**src/rtl/seg_scan_pkg.sv**
```systemverilog
// Shared constants and types for the 7-segment scan-bus decoder.
package seg_scan_pkg;

    localparam int unsigned SEG_W   = 7;
    localparam int unsigned AN_W    = 4;
    localparam int unsigned DIG_W   = 4;
    localparam int unsigned SLOT_W  = 2;
    localparam int unsigned HRS_W   = 5;
    localparam int unsigned MINS_W  = 6;
    localparam int unsigned ARITH_W = 7;

    // Active-high a..g patterns, bit0 = a.
    localparam logic [SEG_W-1:0] SEG_0 = 7'h3F;
    localparam logic [SEG_W-1:0] SEG_1 = 7'h06;
    localparam logic [SEG_W-1:0] SEG_2 = 7'h5B;
    localparam logic [SEG_W-1:0] SEG_3 = 7'h4F;
    localparam logic [SEG_W-1:0] SEG_4 = 7'h66;
    localparam logic [SEG_W-1:0] SEG_5 = 7'h6D;
    localparam logic [SEG_W-1:0] SEG_6 = 7'h7D;
    localparam logic [SEG_W-1:0] SEG_7 = 7'h07;
    localparam logic [SEG_W-1:0] SEG_8 = 7'h7F;
    localparam logic [SEG_W-1:0] SEG_9 = 7'h6F;

    localparam logic [AN_W-1:0] AN_MIN_LO = 4'b1110;
    localparam logic [AN_W-1:0] AN_MIN_HI = 4'b1101;
    localparam logic [AN_W-1:0] AN_HR_LO  = 4'b1011;
    localparam logic [AN_W-1:0] AN_HR_HI  = 4'b0111;

    typedef enum logic [1:0] {SYNC, CAP, CHECK} state_t;

    typedef struct packed {
        logic              ok;
        logic [SLOT_W-1:0] slot;
    } slot_t;

    typedef struct packed {
        logic              vld;
        logic              an_ok;
        logic              dig_ok;
        logic [SLOT_W-1:0] slot;
        logic [DIG_W-1:0]  digit;
    } sample_t;

    // Anode code to slot index; ok only when exactly one enable is low.
    function automatic slot_t an_decode(input logic [AN_W-1:0] an);
        slot_t r;
        r = '0;
        case (an)
            AN_MIN_LO: r = '{ok: 1'b1, slot: 2'd0};
            AN_MIN_HI: r = '{ok: 1'b1, slot: 2'd1};
            AN_HR_LO:  r = '{ok: 1'b1, slot: 2'd2};
            AN_HR_HI:  r = '{ok: 1'b1, slot: 2'd3};
            default:   r = '0;
        endcase
        return r;
    endfunction

endpackage

```
**src/rtl/seg7_decode.sv**
```systemverilog
// Active-high 7-segment pattern to BCD digit, with a flag for unknown patterns.
module seg7_decode
    import seg_scan_pkg::*;
(
    input  logic [SEG_W-1:0] pattern,
    output logic [DIG_W-1:0] digit_c,
    output logic             valid_c
);

    always_comb begin
        digit_c = '0;
        valid_c = 1'b1;
        case (pattern)
            SEG_0:   digit_c = 4'd0;
            SEG_1:   digit_c = 4'd1;
            SEG_2:   digit_c = 4'd2;
            SEG_3:   digit_c = 4'd3;
            SEG_4:   digit_c = 4'd4;
            SEG_5:   digit_c = 4'd5;
            SEG_6:   digit_c = 4'd6;
            SEG_7:   digit_c = 4'd7;
            SEG_8:   digit_c = 4'd8;
            SEG_9:   digit_c = 4'd9;
            default: valid_c = 1'b0;
        endcase
    end

endmodule

```
**src/rtl/seg_scan_decoder.sv**
```systemverilog
// Recovers HH:MM from a multiplexed active-low 7-segment scan bus; publishes
// a time only after two identical in-range frames.
module seg_scan_decoder
    import seg_scan_pkg::*;
#(
    parameter int unsigned SETTLE  = 16,
    parameter int unsigned TIMEOUT = 1_048_576,
    parameter int unsigned TW      = 21
) (
    input  logic              clk,
    input  logic              reset,
    input  logic [SEG_W-1:0]  segments,
    input  logic [AN_W-1:0]   anodes,
    output logic [HRS_W-1:0]  hrs,
    output logic [MINS_W-1:0] mins,
    output logic              time_valid,
    output logic              time_stb,
    output logic              err_pattern,
    output logic              err_range,
    output logic              stall
);

    logic [AN_W-1:0]  an_q, an_prev;
    logic [SEG_W-1:0] seg_q;
    logic [TW-1:0]    cnt;
    logic             chg_c, sample_c, stall_hit_c;
    slot_t            an_dec_c;
    logic [DIG_W-1:0] dig_c;
    logic             dig_ok_c;
    sample_t          smp;

    state_t                  state, state_n;
    logic [SLOT_W-1:0]       exp_slot, exp_slot_n;
    logic [3:0][DIG_W-1:0]   frame, frame_n;
    logic                    cand_vld, cand_vld_n;
    logic [HRS_W-1:0]        cand_hrs, cand_hrs_n;
    logic [MINS_W-1:0]       cand_mins, cand_mins_n;
    logic [HRS_W-1:0]        hrs_n;
    logic [MINS_W-1:0]       mins_n;
    logic                    time_valid_n, time_stb_n, err_pattern_n, err_range_n;
    logic [ARITH_W-1:0]      mins7_c, hrs7_c;
    logic                    in_range_c, same_c, accept0_c;

    seg7_decode u_dec (
        .pattern (~seg_q),
        .digit_c (dig_c),
        .valid_c (dig_ok_c)
    );

    assign an_dec_c    = an_decode(an_q);
    assign chg_c       = (an_q != an_prev);
    // cnt = cycles the current code has been held, minus one
    assign sample_c    = !chg_c && (cnt == TW'(SETTLE - 1));
    assign stall_hit_c = !chg_c && (cnt == TW'(TIMEOUT));

    // Input synchronisation, settle/timeout counter and slot sampling.
    always_ff @(posedge clk or negedge reset) begin
        if (!reset) begin
            an_q    <= '0;
            an_prev <= '0;
            seg_q   <= '0;
            cnt     <= '0;
            stall   <= 1'b0;
            smp     <= '0;
        end else begin
            an_q    <= anodes;
            an_prev <= an_q;
            seg_q   <= segments;
            if (chg_c)
                cnt <= TW'(1);
            else if (cnt != TW'(TIMEOUT))
                cnt <= cnt + TW'(1);
            if (chg_c && an_dec_c.ok)
                stall <= 1'b0;
            else if (stall_hit_c)
                stall <= 1'b1;
            smp <= '{vld: sample_c, an_ok: an_dec_c.ok, dig_ok: dig_ok_c,
                     slot: an_dec_c.slot, digit: dig_c};
        end
    end

    always_ff @(posedge clk or negedge reset) begin
        if (!reset) state <= SYNC;
        else        state <= state_n;
    end

    assign accept0_c = smp.vld && smp.an_ok && smp.dig_ok && (smp.slot == SLOT_W'(0));

    always_comb begin
        state_n = state;
        if (stall_hit_c) begin
            state_n = SYNC;
        end else begin
            case (state)
                SYNC:  if (accept0_c) state_n = CAP;
                CAP: begin
                    if (smp.vld) begin
                        if (!smp.an_ok || !smp.dig_ok || (smp.slot != exp_slot))
                            state_n = SYNC;
                        else if (smp.slot == SLOT_W'(3))
                            state_n = CHECK;
                    end
                end
                CHECK:   state_n = CAP;
                default: state_n = SYNC;
            endcase
        end
    end

    // Frame arithmetic in 7 bits; truncation happens only after the range check.
    assign mins7_c    = ARITH_W'(frame[1]) * ARITH_W'(10) + ARITH_W'(frame[0]);
    assign hrs7_c     = ARITH_W'(frame[3]) * ARITH_W'(10) + ARITH_W'(frame[2]);
    assign in_range_c = (frame[1] <= DIG_W'(5)) && (hrs7_c <= ARITH_W'(23));
    assign same_c     = cand_vld && (cand_hrs == HRS_W'(hrs7_c))
                        && (cand_mins == MINS_W'(mins7_c));

    always_comb begin
        exp_slot_n    = exp_slot;
        frame_n       = frame;
        cand_vld_n    = cand_vld;
        cand_hrs_n    = cand_hrs;
        cand_mins_n   = cand_mins;
        hrs_n         = hrs;
        mins_n        = mins;
        time_valid_n  = time_valid;
        time_stb_n    = 1'b0;
        err_pattern_n = 1'b0;
        err_range_n   = 1'b0;
        if (stall_hit_c) begin
            time_valid_n = 1'b0;
            cand_vld_n   = 1'b0;
            cand_hrs_n   = '0;
            cand_mins_n  = '0;
        end else begin
            case (state)
                SYNC: begin
                    if (accept0_c) begin
                        frame_n[0] = smp.digit;
                        exp_slot_n = SLOT_W'(1);
                    end
                end
                CAP: begin
                    if (smp.vld) begin
                        if (!smp.an_ok || !smp.dig_ok) begin
                            err_pattern_n = 1'b1;
                        end else if (smp.slot == exp_slot) begin
                            frame_n[smp.slot] = smp.digit;
                            exp_slot_n        = exp_slot + SLOT_W'(1);
                        end
                    end
                end
                CHECK: begin
                    exp_slot_n = SLOT_W'(0);
                    if (!in_range_c) begin
                        err_range_n = 1'b1;
                        cand_vld_n  = 1'b0;
                        cand_hrs_n  = '0;
                        cand_mins_n = '0;
                    end else if (same_c) begin
                        hrs_n        = HRS_W'(hrs7_c);
                        mins_n       = MINS_W'(mins7_c);
                        time_valid_n = 1'b1;
                        time_stb_n   = 1'b1;
                    end else begin
                        cand_vld_n  = 1'b1;
                        cand_hrs_n  = HRS_W'(hrs7_c);
                        cand_mins_n = MINS_W'(mins7_c);
                    end
                end
                default: ;
            endcase
        end
    end

    always_ff @(posedge clk or negedge reset) begin
        if (!reset) begin
            exp_slot    <= '0;
            frame       <= '0;
            cand_vld    <= 1'b0;
            cand_hrs    <= '0;
            cand_mins   <= '0;
            hrs         <= '0;
            mins        <= '0;
            time_valid  <= 1'b0;
            time_stb    <= 1'b0;
            err_pattern <= 1'b0;
            err_range   <= 1'b0;
        end else begin
            exp_slot    <= exp_slot_n;
            frame       <= frame_n;
            cand_vld    <= cand_vld_n;
            cand_hrs    <= cand_hrs_n;
            cand_mins   <= cand_mins_n;
            hrs         <= hrs_n;
            mins        <= mins_n;
            time_valid  <= time_valid_n;
            time_stb    <= time_stb_n;
            err_pattern <= err_pattern_n;
            err_range   <= err_range_n;
        end
    end

endmodule

```
**config.mk**
```make
export PLATFORM = sky130hd
export DESIGN_NAME = seg_scan_decoder
export DESIGN_NICKNAME = d
export VERILOG_FILES = /design/src/rtl/seg_scan_pkg.sv /design/src/rtl/seg7_decode.sv /design/src/rtl/seg_scan_decoder.sv
export SDC_FILE = /design/constraint.sdc
export NUM_CORES = 1
export LEC_CHECK = 0
export ABC_AREA = 0
export BUFFER_PORTS_ARGS = -buffer_cell sky130_fd_sc_hd__buf_2
export CORE_MARGIN = 4
export CORE_UTILIZATION = 55
export CTS_BUF_LIST = sky130_fd_sc_hd__clkbuf_4
export DETAILED_ROUTE_END_ITERATION = 6
export PLACE_DENSITY_LB_ADDON = 0.1
export SYNTH_ARGS = -nofsm -noshare
export SYNTH_HDL_FRONTEND = slang
export SYNTH_SLANG_ARGS = --single-unit
```
**constraint.sdc**
```tcl
create_clock -name clk -period 6 [get_ports clk]
set_input_delay 0.9 -clock clk [delete_from_list [all_inputs] [get_ports clk]]
set_output_delay 0.9 -clock clk [all_outputs]
set_load 0.01 [all_outputs]
```
==> flow_metrics.tcl, run 1 <==
set metrics [dict create \
    critPathBufInv 1 \
    cp.required_ns 6.32 \
    rsz0062_at_grt "false" \
    crit_type "reg -> reg" \
    dp_hpwl_mm 6.00 \
    fillers 607 \
    slew_viol_final 0 \
    reg2reg_from "frame[13]" \
    drtIter0Drc 104 \
    cts_tree "yes" \
    antenna_found_initial 0 \
    crit_path_cell_trace "ha_1 -> ha_1 -> inv_1 -> fa_1 -> xor2_1 -> and3_1 -> o2111ai_1 -> a221o_1 -> or4_4 -> mux2_4" \
    drc 0 \
    syn-num-nets 414 \
    tightest_slew_ns 1.01 \
    num_vias 2976 \
    yosysTopAreaCell "dfrtp_1" \
    netlist_top_cells_area "dfrtp_1 (52%), xnor2_1 (4.9%), mux2_2 (4.8%)" \
    synth_seq_area_share_pct 52.0 \
    critPathLaunchType "register" \
    synth.yosys.warnings 0 \
    globalplace.congestion 0.792 \
    r2r_end "mins[2]" \
    fin_util_pct 62.9 \
    clkLatencyLatePin_ns 0.43 \
    start_util_pct 57.3 \
    fp.dieW_um 98.2 \
    slowest_stage "or4_4" \
    synthTopCellsByCount "dfrtp_1 (93), nor2_1 (33), nand2_1 (26)" \
    synth-seq-cells 93 \
    outcome "complete, no violations" \
    setup_slack_ns 2.60 \
    setup_viol 0 \
    grt_overflow 0 \
    arrival_ns 3.72 \
    synth_cells 384 \
    grt_usage_pct 18.6 \
    synth_edf_count 0 \
    tns_ns 0 \
    diodes 0 \
    post_cts_buffers 0 \
    pre_cts_ws_ns 2.64 \
    clock-skew-final_ns 0.0156 \
    die_h_um 98.2 \
    viasPerCell 5.68 \
    cts_max_path_buffers 2 \
    pin_count 29 \
    path_max_fanout 12 \
    placement.io_buffers 28 \
    cts_root_buffer "clkbuf_4" \
    crit_path_max_incr_delay_ns 0.68 \
    drive_above_1_share_pct 18.7 \
    nets 447 \
    synth-async-reset-ratio_pct 100 \
    finalCritPeriodShare_pct 56.7 \
    die_area_um2 9640 \
    netlist.area_leader.share_pct 52.0 \
    path_delay_family "simple AND/OR/NAND/NOR gates" \
    rrSetupSlack_ns 2.60 \
    maxCapViolations 0 \
    syn_area_per_cell_um2 11.7 \
    yosys.cell_count.top_type "dfrtp_1" \
    cts_hold_buf 0 \
    ys.flop_type "dfrtp_1" \
    yosysUniqueCellTypes 52 \
    max_freq_mhz 294 \
    wl_mm 8.23 \
    fin_crit_ns 3.40 \
    leakagePower_nw 2.37 \
    ir_worst_vdd_mv 0.136 \
    crit_path_frequent_cell "ha_1" \
    cts_buffers 9 \
    core_area_um2 7810 \
    timing.slew.headroom_pct 31.9 \
    synthesis.area_um2 4470 \
    drt_pre_antenna_iters 4 \
    htreeDepth 3 \
    reg2reg_depth 10 \
    ant_nets 0 \
    clock-sinks 93 \
    power_density_nw_per_um2 225 \
    grt_max_degree 53 \
    ctsResizeCount 0 \
    finalHoldViolCount 0 \
    wl_per_cell_um 15.7 \
    critPathCaptureType "register" \
    clkSlewWorstSetupHoldPaths_ns 0.15 \
    hold_class "in -> async" \
    grt_pass1_vias 3035 \
    synthToLayoutAreaGrowth_pct 9.68 \
    grt_pass1_wl_mm 14.6 \
    num_rows 32 \
]
==> state kept, by name (all words and copies together), names as in the netlist <==
signal and cells:
err_pattern 1, an_q 4, state 2, mins 6, time_stb 1, seg_q 7
err_range 1, frame 16, hrs 5, cand_hrs 5, cand_mins 6, cnt 21
exp_slot 2, cand_vld 1, stall 1, an_prev 4, smp 9, time_valid 1
==> cell usage in the layout (no fill, tap or decap), types with 2 or more instances in the layout <==
cell type	n
a21o_1	4
a21oi_1	12
a22o_1	10
a31oi_1	2
and3_1	6
and4_1	2
buf_2	27
buf_4	3
bufinv_16	3
clkbuf_4	9
dfrtp_1	93
fa_1	3
ha_1	14
inv_1	12
inv_6	2
mux2_2	19
mux2_4	9
nand2_1	26
nand2b_1	3
nand3_1	17
nand4_1	8
nand4b_1	3
nor2_1	33
nor2b_1	2
nor3_1	8
nor3b_1	3
nor4_1	5
nor4b_1	3
o21ai_0	9
or3_1	3
xnor2_1	25
xor2_1	19
xor3_1	2
==> logic make-up after synthesis <==
| group | count (synthesis) | synth area share, % |
|---|---|---|
| DFF | 93 | 52.0 |
| and+or+nand+nor | 128 | 14.8 |
| xor gates and xnor gates | 47 | 10.2 |
| AOI/OAI and AO/OA | 50 | 7.80 |
| buffers and inverters | 20 | 1.87 |
| adders and majority gates | 17 | 5.26 |
| muxes | 29 | 8.03 |
==> per-stage QoR <==
stage          instances  hold slack (ns)  cell area (um^2)  power [mW]
2_1_floorplan        384            0.353              4470       0.669
3_3_place_gp         508            0.471              4720       0.689
3_5_place_dp         508            0.464              4720       0.691
4_1_cts              524            0.422              4910        1.12
5_1_grt              524            0.432              4910        1.15
6_report             524            0.416              4910        1.10
==> report_power, final <==
group	internal [mW]	switching [mW]	total (mW)
combinational	0.0120	0.0211	0.0332
clock	0.213	0.214	0.427
sequential	0.635	0.0104	0.645
total	0.859	0.246	1.10
==> final cells by class <==
class | count | area, um^2 | area share, %
flip-flops and latches | 93 | 2330 | 47.4
inverters | 12 | 45.0 | 0.918
multi-input cells | 271 | 2060 | 42.0
well taps | 102 | 128 | 2.60
clock inverters | 7 | 119 | 2.42
repair buffers | 30 | 158 | 3.21
clock buffers | 9 | 67.6 | 1.38
==> routing by layer <==
layer	GRT usage (%)	wire [um]	part of all wire, %	vias to the layer above
li1	-	-	-	1432
met1	26.6	4110	50	1484
met2	29.3	3760	46	50
met3	3.00	255	3.1	10
met4	5.67	105	1.3	0
met5	0	0	0	-
==> how the worst max path moves through the flow <==
stage / from / end / slack (ns) / depth (start not counted)
finish: frame[13] / mins[2] / 2.60 / 10
global route: frame[4] / cand_mins[0] / 2.34 / 8
CTS: frame[13] / mins[5] / 2.60 / 10
detailed placement: frame[13] / hrs[0] / 2.64 / 10
global placement: frame[13] / mins[5] / 2.74 / 10
floorplan: frame[13] / hrs[0] / 2.80 / 11
Power figures use the tool's default switching activity.
==> run 2, diff against run 1 <==
==> constraint.sdc (replaced) <==
create_clock -name clk -period 3.5 [get_ports clk]
set_input_delay 0.525 -clock clk [delete_from_list [all_inputs] [get_ports clk]]
set_output_delay 0.525 -clock clk [all_outputs]
set_load 0.01 [all_outputs]
==> flow_metrics.tcl, run 2 (synthesis results as in run 1) <==
set metrics [dict create \
    clock-skew-final_ns 0.00858 \
    fin_util_pct 62.4 \
    critPathLaunchType "register" \
    diodes 0 \
    max_freq_mhz 311 \
    die_area_um2 9640 \
    placement.io_buffers 28 \
    maxCapViolations 0 \
    reg2reg_from "frame[13]" \
    cts_buffers 9 \
    timing.slew.headroom_pct 49.5 \
    fin_cells 528 \
    hold_class "in -> async" \
    rrSetupSlack_ns 0.28 \
    num_rows 32 \
    dp_cells 512 \
    die_h_um 98.2 \
    antenna_found_initial 0 \
    synthToLayoutAreaGrowth_pct 8.89 \
    finalHoldViolCount 0 \
    wl_mm 8.06 \
    reg2reg_depth 10 \
    drtIter0Drc 114 \
    cts_max_path_buffers 2 \
    tns_ns 0 \
    crit_type "reg -> reg" \
    pwr-share-seq_pct 65.5 \
    finalCritPeriodShare_pct 91.9 \
    setup_viol 0 \
    comb_power_share_pct 3.4 \
    slew_viol_final 0 \
    grt_usage_pct 18.1 \
    critPathBufInv 1 \
    htreeDepth 3 \
    fp.dieW_um 98.2 \
    fillers 608 \
    p_switching_uw 425 \
    critPathCaptureType "register" \
    p_clk_share_pct 31.1 \
    drc 0 \
    mostFrequentLayoutCell "dfrtp_1" \
    swShare_pct 25.2 \
    final_cell_mix "dfrtp_1 (93), nor2_1 (33), buf_2 (27)" \
    outcome "complete, no violations" \
    core_area_um2 7810 \
    crit_path_max_incr_delay_ns 0.56 \
    grt_overflow 0 \
    r2r_end "hrs[0]" \
    largest_reg_flops 21 \
    crit_path_cell_trace "ha_1 -> ha_1 -> inv_1 -> fa_1 -> xor2_1 -> and3_1 -> o2111ai_1 -> a221o_1 -> or4_4 -> mux2_4" \
    grt_pass1_wl_mm 14.0 \
    arrival_ns 3.56 \
    globalplace.congestion 0.809 \
    clkLatencyLatePin_ns 0.44 \
    intPower_mw 1.26 \
    cts_tree "yes" \
    largest-register "cnt" \
    start_util_pct 57.3 \
    cp.required_ns 3.84 \
    clock-sinks 93 \
    reg_top3 "cnt (21), frame (16), smp (9)" \
    rsz0062_at_grt "false" \
    tightest_slew_ns 0.757 \
    leakagePower_nw 2.36 \
    slowest_stage "or4_4" \
    clkSlewWorstSetupHoldPaths_ns 0.14 \
    drive_above_1_share_pct 19.5 \
    crit_path_frequent_cell "ha_1" \
    dp_hpwl_mm 5.91 \
    path_delay_family "adder cells" \
    nets 451 \
    power_density_nw_per_um2 347 \
    path_max_fanout 12 \
    viasPerCell 5.55 \
    drt_pre_antenna_iters 4 \
    fin_crit_ns 3.22 \
    num_vias 2931 \
    ctsResizeCount 0 \
    cts_root_buffer "clkbuf_4" \
    grt_max_degree 63 \
    ant_nets 0 \
    ir_worst_vdd_mv 0.298 \
    wl_per_cell_um 15.3 \
    pin_count 29 \
    grt_pass1_vias 2917 \
]
## run 2: final cells by class
class	instances	area, um^2	share of cell area, %
sequential	93	2330	47.8
multi-input combinational	271	2060	42.3
timing repair buffer	34	188	3.85
tap	102	128	2.62
clock buffer	9	67.6	1.39
clock inverter	7	53.8	1.10
inverter	12	45.0	0.924
## run 2: timing repair
item,4_1_cts,5_1_grt
endpoints found under the setup margin,0,9
hold buffers,0,0
setup buffers,0,0
## run 2: worst max path at each step
| stage | endpoint | startpoint | depth (start not counted) | slack [ns] |
|---|---|---|---|---|
| global route | hrs[3] | frame[13] | 10 | 0.11 |
| global placement | hrs[3] | frame[13] | 10 | 0.22 |
| detailed placement | hrs[3] | frame[13] | 10 | 0.17 |
| CTS | hrs[0] | frame[13] | 10 | 0.14 |
| finish | hrs[0] | frame[13] | 10 | 0.28 |
| floorplan | hrs[0] | frame[13] | 11 | 0.30 |
## run 2: power groups by stage
| stage | logic, mW | clock network [mW] | registers (mW) |
|---|---|---|---|
| 2_1_floorplan | 0.0283 | 0 | 1.12 |
| 3_3_place_gp | 0.0579 | 0 | 1.12 |
| 3_5_place_dp | 0.0600 | 0 | 1.13 |
| 4_1_cts | 0.0601 | 0.554 | 1.11 |
| 5_1_grt | 0.0681 | 0.593 | 1.11 |
| 6_report | 0.0577 | 0.526 | 1.11 |
## run 2: stage by stage
step / area [um^2] / power (mW) / hold WS (ns) / setup slack (ns)
after floorplan: 4470 / 1.15 / 0.229 / 0.301
after global placement: 4750 / 1.18 / 0.469 / 0.221
after detailed placement: 4750 / 1.19 / 0.472 / 0.165
after CTS: 4870 / 1.72 / 0.133 / 0.142
after global routing: 4870 / 1.77 / 0.124 / 0.107
final: 4870 / 1.69 / 0.137 / 0.283
## run 2: layer usage
layer	wire length (um)	part of all wire, %	global-route usage [%]
met5	0	0	0
met4	132	1.6	5.99
met3	266	3.3	4.07
met2	3730	46	28.5
met1	3930	49	25.0
==> run 3, diff against run 2 <==
--- a/config.mk
+++ b/config.mk
@@ -7,8 +7,10 @@
 export LEC_CHECK = 0
 export ABC_AREA = 0
 export BUFFER_PORTS_ARGS = -buffer_cell sky130_fd_sc_hd__buf_2
+export CELL_PAD_IN_SITES_DETAIL_PLACEMENT = 0
+export CELL_PAD_IN_SITES_GLOBAL_PLACEMENT = 1
 export CORE_MARGIN = 4
-export CORE_UTILIZATION = 55
+export CORE_UTILIZATION = 51
 export CTS_BUF_LIST = sky130_fd_sc_hd__clkbuf_4
 export DETAILED_ROUTE_END_ITERATION = 6
 export PLACE_DENSITY_LB_ADDON = 0.1
==> flow_metrics.tcl, run 3 (synthesis results as in run 1) <==
set metrics [dict create \
    clock-sinks 93 \
    placed_area_um2 4750 \
    clkSlewWorstSetupHoldPaths_ns 0.14 \
    grt_overflow 0 \
    num_rows 33 \
    drc 0 \
    globalplace.congestion 0.779 \
    maxCapViolations 0 \
    stdcell_area_um2 4890 \
    num_vias 2964 \
    cp.required_ns 3.83 \
    timing.slew.headroom_pct 52.8 \
    ant_nets 0 \
    drtIter0Drc 57 \
    intPower_mw 1.34 \
    comb_power_share_pct 3.3 \
    slew_viol_final 0 \
    tightest_slew_ns 0.706 \
    fin_crit_ns 3.29 \
    p_clk_share_pct 33.9 \
    critPathCaptureType "register" \
    drt_pre_antenna_iters 4 \
    crit_path_max_incr_delay_ns 0.58 \
    reg2reg_from "frame[13]" \
    crit_path_cell_trace "ha_1 -> ha_1 -> inv_1 -> fa_1 -> xor2_1 -> and3_1 -> o2111ai_1 -> a221o_1 -> or4_4 -> mux2_4" \
    swShare_pct 23.8 \
    placement.io_buffers 28 \
    finalCritPeriodShare_pct 93.9 \
    clock-skew-final_ns 0.0143 \
    path_delay_family "adder cells" \
    wl_mm 8.13 \
    cts_hold_buf 0 \
    core_area_um2 8380 \
    met2_usage_pct 27.6 \
    largest_reg_flops 21 \
    pwr-share-seq_pct 62.8 \
    pin_count 29 \
    crit_path_frequent_cell "ha_1" \
    reg2reg_depth 10 \
    fin_cells 530 \
    whs_ns 0.0906 \
    dp_cells 514 \
    ctsResizeCount 0 \
    diodes 0 \
    viasPerCell 5.59 \
    grtUsageMet3_pct 3.93 \
    start_util_pct 53.4 \
    setup_viol 0 \
    finalHoldViolCount 0 \
    synthToLayoutAreaGrowth_pct 9.37 \
    leakagePower_nw 2.36 \
    grt-busiest-layer "met2" \
    grt_use_met1_pct 24.8 \
    rsz0062_at_grt "false" \
    fillers 745 \
    ir_worst_vdd_mv 0.213 \
    hold_class "in -> async" \
    slowest_stage "or4_4" \
    cts_buffers 9 \
    max_freq_mhz 304 \
    clkLatencyLatePin_ns 0.44 \
    htreeDepth 3 \
    grt_max_degree 55 \
    drive_above_1_share_pct 19.5 \
    r2r_end "mins[5]" \
    critPathBufInv 1 \
    path_max_fanout 12 \
    grt_usage_pct 17.7 \
    nets 450 \
    total_power_mw 1.76 \
    cts_root_buffer "clkbuf_4" \
    antenna_found_initial 0 \
    power_density_nw_per_um2 359 \
    critPathLaunchType "register" \
    outcome "complete, no violations" \
    grt_pass1_vias 2921 \
    crit_type "reg -> reg" \
    cts_max_path_buffers 2 \
    wl_per_cell_um 15.3 \
    die_h_um 102 \
    p_switching_uw 418 \
    grt_pass1_wl_mm 14.2 \
    worst-path-stages 10 \
    mostFrequentLayoutCell "dfrtp_1" \
    post_cts_buffers 0 \
    die_area_um2 10300 \
    largest-register "cnt" \
    final_cell_mix "dfrtp_1 (93), nor2_1 (33), buf_2 (27)" \
    cts_tree "yes" \
    arrival_ns 3.61 \
    tns_ns 0 \
    reg_top3 "cnt (21), frame (16), smp (9)" \
    rrSetupSlack_ns 0.21 \
    fp.dieW_um 102 \
    dp_hpwl_mm 5.93 \
]
==> run 3: power groups by stage <==
stage	combinational, mW	sequential [mW]	clock (mW)
after global routing	0.0681	1.11	0.665
after detailed placement	0.0601	1.13	0
after global placement	0.0586	1.13	0
after floorplan	0.0283	1.12	0
final	0.0573	1.10	0.596
after CTS	0.0601	1.11	0.621
==> run 3: cell type report <==
class                   instances  area [um^2]  share of cell area (%)
clock buffers                  10         75.1                    1.53
clock inverters                 6         71.3                    1.46
well taps                     105          131                    2.68
inverters                      12         45.0                   0.920
repair buffers                 33          180                    3.68
multi-input cells             271         2060                    42.2
flip-flops and latches         93         2330                    47.6
==> run 3: through the flow <==
stage                     setup slack, ns  util (%)
final                               0.215      58.4
after CTS                           0.115      58.4
after global routing               0.0999      58.4
after detailed placement            0.136      56.6
after floorplan                     0.301         -
after global placement              0.208      56.6
==> run 3: worst max path at each step <==
| stage | from | to |
|---|---|---|
| finish | frame[13] | mins[5] |
| CTS | frame[13] | mins[5] |
| floorplan | frame[13] | hrs[0] |
| detailed placement | frame[13] | mins[5] |
| global route | frame[13] | mins[5] |
| global placement | frame[13] | hrs[2] |
==> run 3: routing by layer <==
metal	routed length, um	share of wire [%]
met3	301	3.7
met1	4090	50
met4	107	1.3
met5	0	0
met2	3630	45
